## src/rtl/cntr_udm.sv

```systemverilog
// Up/down modulo counter with wrap or saturate boundary handling, a one-cycle
// terminal-count pulse and a sticky boundary flag.
// Optional build macro: CNTR_PRESCALE_EN adds a step prescaler that divides
// enabled cycles by PRESCALE. With the macro undefined, every enabled,
// non-loading cycle is a step.
module cntr_udm #(
  parameter int unsigned COUNT_WIDTH = 8,
  parameter int unsigned MOD_VAL     = (1 << COUNT_WIDTH) - 1,
  parameter int unsigned PRESCALE    = 4
) (
  input  logic                   clk_i,
  input  logic                   rst_i,
  input  logic                   en_i,
  input  logic                   up_i,
  input  logic                   mode_sat_i,
  input  logic                   load_i,
  input  logic [COUNT_WIDTH-1:0] load_val_i,
  input  logic                   clr_ovf_i,
  output logic [COUNT_WIDTH-1:0] count_o,
  output logic                   tc_o,
  output logic                   ovf_o
);

  localparam logic [COUNT_WIDTH-1:0] ModVal = COUNT_WIDTH'(MOD_VAL);

  logic [COUNT_WIDTH-1:0] count_q, count_d;
  logic                   tc_q, tc_d;
  logic                   ovf_q, ovf_d;

  logic                   step_en;   // prescaler allows a step this cycle
  logic                   step;      // a step happens on the coming edge
  logic                   at_top;
  logic                   at_bot;
  logic                   boundary;  // step that hits the end of the range
  logic [COUNT_WIDTH-1:0] load_clamped;

`ifdef CNTR_PRESCALE_EN
  localparam int unsigned PsWidth = (PRESCALE > 2) ? $clog2(PRESCALE) : 1;
  localparam logic [PsWidth-1:0] PsLast = PsWidth'(PRESCALE - 1);

  logic [PsWidth-1:0] presc_q, presc_d;

  // Prescaler phase: advances on enabled cycles, wraps at PRESCALE-1, clears on load.
  always_comb begin
    presc_d = presc_q;
    if (load_i) begin
      presc_d = '0;
    end else if (en_i) begin
      presc_d = (presc_q == PsLast) ? '0 : presc_q + 1'b1;
    end
  end

  // Prescaler phase register with synchronous reset.
  always_ff @(posedge clk_i) begin
    if (rst_i) begin
      presc_q <= '0;
    end else begin
      presc_q <= presc_d;
    end
  end

  assign step_en = (presc_q == PsLast);
`else
  // PRESCALE has no effect in this build; fold it into a deliberately unused net.
  logic unused_prescale;
  assign unused_prescale = ^PRESCALE;
  assign step_en = 1'b1;
`endif

  assign step         = en_i & ~load_i & step_en;
  assign at_top       = (count_q == ModVal);
  assign at_bot       = (count_q == '0);
  assign boundary     = step & (up_i ? at_top : at_bot);
  assign load_clamped = (load_val_i > ModVal) ? ModVal : load_val_i;

  // Next count, terminal-count pulse and sticky flag; set beats clear on ovf.
  always_comb begin
    count_d = count_q;
    tc_d    = 1'b0;
    ovf_d   = ovf_q;

    if (load_i) begin
      count_d = load_clamped;
    end else if (step) begin
      if (boundary) begin
        tc_d = 1'b1;
        if (!mode_sat_i) begin
          count_d = up_i ? '0 : ModVal;
        end
      end else begin
        count_d = up_i ? count_q + 1'b1 : count_q - 1'b1;
      end
    end

    if (boundary) begin
      ovf_d = 1'b1;
    end else if (clr_ovf_i) begin
      ovf_d = 1'b0;
    end
  end

  // Counter state registers; reset overrides load, enable and flag clear.
  always_ff @(posedge clk_i) begin
    if (rst_i) begin
      count_q <= '0;
      tc_q    <= 1'b0;
      ovf_q   <= 1'b0;
    end else begin
      count_q <= count_d;
      tc_q    <= tc_d;
      ovf_q   <= ovf_d;
    end
  end

  assign count_o = count_q;
  assign tc_o    = tc_q;
  assign ovf_o   = ovf_q;

endmodule

```

## config.mk

```make
export PLATFORM = sky130hd
export DESIGN_NAME = cntr_udm
export DESIGN_NICKNAME = d
export VERILOG_FILES = /design/src/rtl/cntr_udm.sv
export SDC_FILE = /design/constraint.sdc
export NUM_CORES = 1
export LEC_CHECK = 0
export BUFFER_PORTS_ARGS = -buffer_cell sky130_fd_sc_hd__buf_2
export CAP_MARGIN = 30
export CORE_ASPECT_RATIO = 1.2
export CORE_MARGIN = 2
export CORE_UTILIZATION = 25
export DETAILED_ROUTE_END_ITERATION = 10
export PLACE_DENSITY = 0.51
export SYNTH_ARGS = -nofsm -noshare
export SYNTH_HDL_FRONTEND = slang
export SYNTH_SLANG_ARGS = --single-unit
```

## constraint.sdc

```tcl
create_clock -name clk_i -period 2.6 [get_ports clk_i]
set_input_delay 0.52 -clock clk_i [delete_from_list [all_inputs] [get_ports clk_i]]
set_output_delay 0.52 -clock clk_i [all_outputs]
set_load 0.02 [all_outputs]
```

# Yosys cells after proc, flatten, opt, wreduce, memory -nomap -nowiden
# Index checks and enable logic that the tools add are counted.
[word_totals] reg_bits=10 latchBits=0 ram_bits=0 rom_bits=0 inputBits=15 out_inout_bits=10 wordCells=28 mem_count=0
[classes] n_addsub=2 multipliers=0 n_div=0 order_cmp=1 eq_ne=2 shifts=0 n_mux=11 bitwise=4 reduce_logical=5
[op_table] cell="$mux W8" n=7
[op_table] cell="$add A8 B1 Y8 const B" n=1
[op_table] cell="$eq A8 B8 Y1 const B" n=1
[op_table] cell="$gt A8 B8 Y1 const B" n=1
[op_table] cell="$logic_not A8 Y1" n=1
[op_table] cell="$sub A8 B1 Y8 const B" n=1
[op_table] cell="$mux W1" n=4
[op_table] cell="$reduce_bool A2 Y1" n=2
[op_table] cell="$ne A3 B3 Y1 const B" n=1
[op_table] cell="$reduce_or A3 Y1" n=1
[op_table] cell="$and A1 B1 Y1" n=2
[op_table] cell="$not A1 Y1" n=2
[op_table] cell="$reduce_and A2 Y1" n=1

# Longest topological paths before layout
[depth] ltp_word=6 ltp_mapped=7 ltp_nobuf=7

# Worst setup path before layout
# No wires, ideal clock.
[synth_path] path_type="input to register" start="input up_i" end="register count_q[6], in the netlist count_o[6]" setup_time_ns=0.125 arrival_time_ns=1.949 required_ns=2.475 setup_slack_ns=0.526 stages=7 n_path_buf=0 path_cell_list="inv_1 -> fa_1 -> a211oi_1 -> nor3b_2 -> o31ai_1 -> a22o_1 -> o2bb2ai_1"
[synth_between] elab_chain_cells=5 elab_cells_between_ends=10 cone_classes="1 x eq/ne; 7 x mux; 1 x bitwise; 1 x reduce/logical"
[synth_rtl] element="start: declaration" line="14" rtl="input logic up_i,"
[synth_rtl] element="$mux W8 or $mux W1 (tied branches)" line="88, 73"
[synth_rtl] element="$mux W8 or $and A1 B1 Y1 (tied branches)" line="87, 73"
[synth_rtl] element="$mux W8" line="85" rtl="if (boundary) begin"
[synth_rtl] element="$mux W8" line="84" rtl="end else if (step) begin"
[synth_rtl] element="$mux W8" line="82" rtl="if (load_i) begin"
[synth_rtl] element="end signal: assignment" line="109" rtl="count_q <= count_d;"
[synth_rtl] element="end: declaration" line="26" rtl="logic [COUNT_WIDTH-1:0] count_q, count_d;"
# Several ways; a longest one is shown, not always the timed one. The select of a mux whose other input is x is not followed.
# A chain may end at the register's enable or synchronous reset.

# Worst setup path in the final report
# Same ends and word-level chain as after synthesis.

==> metrics.yaml <==
final_layout:
  post-route-util_pct: 31.37
  diodes: 0
  drive_above_1_share_pct: 34.11
  areaGrowthSynthToFinish_pct: 20.66
  nFillCells: 410
  nets: 152
synthesis:
  synth-compound-area-share_pct: 29.54
  syn_avg_cell_area_um2: 8.912
  synth_xor_area_share_pct: 3.709
  synth_fa_ha_area_share_pct: 10.07
  synth_area_leaders: "dfxtp_1 (21%), ha_1 (7.9%), buf_6 (3.6%)"
  synth_top_area_share_pct: 21.19
  yosysTopAreaCell: "dfxtp_1"
  ys_seq_elements: 10
  synth_top_family_by_area: "compound AO/OA/AOI/OAI gates"
  synth_edf_count: 0
  synth-seq-area-share_pct: 21.19
  ys_types: 50
  yosys_warnings: 0
  synthSimpleGateAreaFrac_pct: 27.55
  muxShareOfSynthArea_pct: 0
  async_flop_share_pct: 0
  syn-num-nets: 128
  synth_area_um2: 944.7
  synthCells: 106
  synth_top_flop_cell: "dfxtp_1"
grt:
  grt_pass1_wl_um: 4271
  antenna_found_initial: 0
  grt_max_degree: 22
  grt_pass1_vias: 914
  grt-ovfl-total: 0
  grt.total_usage_pct: 13.29
clock_network:
  clk_latency_ps: 240
  cts.sinks: 10
  hold_buffers: 0
  cts-root-buf: "clkbuf_8"
  cts_tree: "yes"
  cts_setup_buffers: 0
  post_cts_resize_count: 0
  numCtsBuffers: 3
  clockBufferDepth: 2
  htree_levels: 1
  path_clk_slew_ps: 60
setup_path:
  worst_ep_arrival_time_ps: 2290
  worstPathMaxFanout: 7
  reg2reg_from: "count_o[0]"
  startpoint_type: "input pin"
  worstSetupPathType: "input pin to flip-flop"
  critPathBufInv: 2
  worstPathRequired_ps: 2720
  reg2reg_setup_slack_ps: 630
  cp_slowest_cell: "fa_1"
  r2r_cells: 6
  crit_family: "compound AO/OA/AOI/OAI gates"
  worstPathCellList: "buf_2 -> inv_1 -> fa_1 -> a211oi_1 -> nor3b_2 -> o31ai_1 -> a22o_1 -> o2bb2ai_1"
  r2r-end: "count_o[6]"
  max_stage_delay_ps: 490
  worst_setup_path_end_kind: "flip-flop"
route:
  vias: 895
  detail-route-antenna-nets: 0
  routed_via_density: 4.945
  dr.pass1.iters: 4
  first_iter_violations: 23
  routedWlPerCell_um: 13.90
  wirelength_um: 2515
  drcViolationCount: 0
timing:
  tightest_slew_ps: 432.8
  slew_violations: 0
  skew_ps: 6.516
  grt_setup_unrepaired: "no"
  fin_crit_sh_pct: 83.57
  max_freq_mhz: 460.2
  maxSlewHeadroom_pct: 71.15
  finalHoldViolations: 0
  finalCriticalPeriod_ps: 2173
  setup_viol: 0
  tns_ps: 0
min_path:
  hp-start: "ovf_o"
  worstHoldEndpoint: "ovf_o"
  hold_class: "flip-flop to flip-flop"
  hold-path-cell-count: 2
die:
  io_pins: 25
  die_h_um: 71.34
  die_area_um2: 4288
  core-area_um2: 3633
  rows: 24
  die_x_um: 60.12
  start_util_pct: 26.00
run_status:
  status: "completed"
power:
  powerDensity_nw_per_um2: 519.0
  ir_worst_vdd_mv: 0.2206
  p_leak_nw: 0.4983
placed_design:
  dp_hpwl_um: 1922
  place_congestion: 0.7721
  io_buffers: 24
flow_run:
  drv_cap: 0
-- state kept, by name (all words and copies together) (netlist names) --
signal	cells
ovf_o	1
tc_o	1
count_o	8
-- final cells by class --
| class | count | area [um2] | area share (%) |
|---|---|---|---|
| clock buffers | 4 | 55.05 | 4.830 |
| inverters | 6 | 22.52 | 1.976 |
| well taps | 52 | 65.06 | 5.708 |
| flip-flops and latches | 10 | 200.2 | 17.56 |
| multi-input cells | 84 | 669.4 | 58.73 |
| repair buffers | 25 | 127.6 | 11.20 |
-- stage by stage --
stage	setup slack, ps	area (um2)	hold slack, ps	power (W)	std cells
6_report	427.2	1140	474.3	0.0005916	181
5_1_grt	286.6	1140	516.1	0.0006316	181
4_1_cts	419.0	1140	476.0	0.0005974	181
3_5_place_dp	165.4	1085	458.1	0.0003908	177
3_3_place_gp	276.2	1085	454.6	0.0003880	177
2_1_floorplan	525.7	944.7	546.9	0.0003370	106
-- worst max path at each step --
stage | endpoint | cells past startpoint | startpoint
floorplan | count_o[6] | 7 | up_i
global placement | count_o[6] | 8 | up_i
detailed placement | count_o[6] | 8 | up_i
CTS | count_o[6] | 8 | up_i
global route | count_o[5] | 8 | up_i
finish | count_o[6] | 8 | up_i
-- power breakdown --
| part | internal [W] | switching (W) |
|---|---|---|
| sequential | 0.000167 | 0.0000213 |
| clock | 0.000134 | 0.0000696 |
| combinational | 0.0000921 | 0.000108 |
-- worst min-delay path, stage by stage, from the launching register on --
cell      delay [ps]
dfxtp_1          310
nand2b_1          60
a21oi_1           60
-- cells in the final DEF (no fill, tap or decap), drive strengths merged, types with 4 or more instances in the layout --
master	count
a21oi	8
inv	6
ha	6
nor3	6
dfxtp	10
a211oi	4
nand2	6
nor2	6
clkbuf	4
buf	25
-- Yosys cell counts, types with 3 or more instances --
| cell | instances |
|---|---|
| dfxtp_1 | 10 |
| a21oi_1 | 6 |
| ha_1 | 6 |
| inv_1 | 6 |
| nand2_1 | 6 |
| nor2_1 | 6 |
| nor3_1 | 6 |
| a211oi_1 | 3 |
| and3_1 | 3 |
| buf_6 | 3 |
| xnor2_1 | 3 |
-- logic make-up after synthesis --
| kind of cell | count (synthesis) |
|---|---|
| buffers and inverters | 12 |
| xor gates and xnor gates | 4 |
| and+or+nand+nor | 39 |
| AOI/OAI and AO/OA | 34 |
| DFF | 10 |
| adders and majority gates | 7 |
-- routing by layer --
metal  up-vias  track usage (%)  share of wire (%)
li1        444                -                  -
met1       421            17.57                 45
met2        26            19.69                 47
met3         4            2.888                6.5
met4         0            7.407                1.4
met5         -                0                  0
No activity file was read; power rests on OpenSTA's default activity.
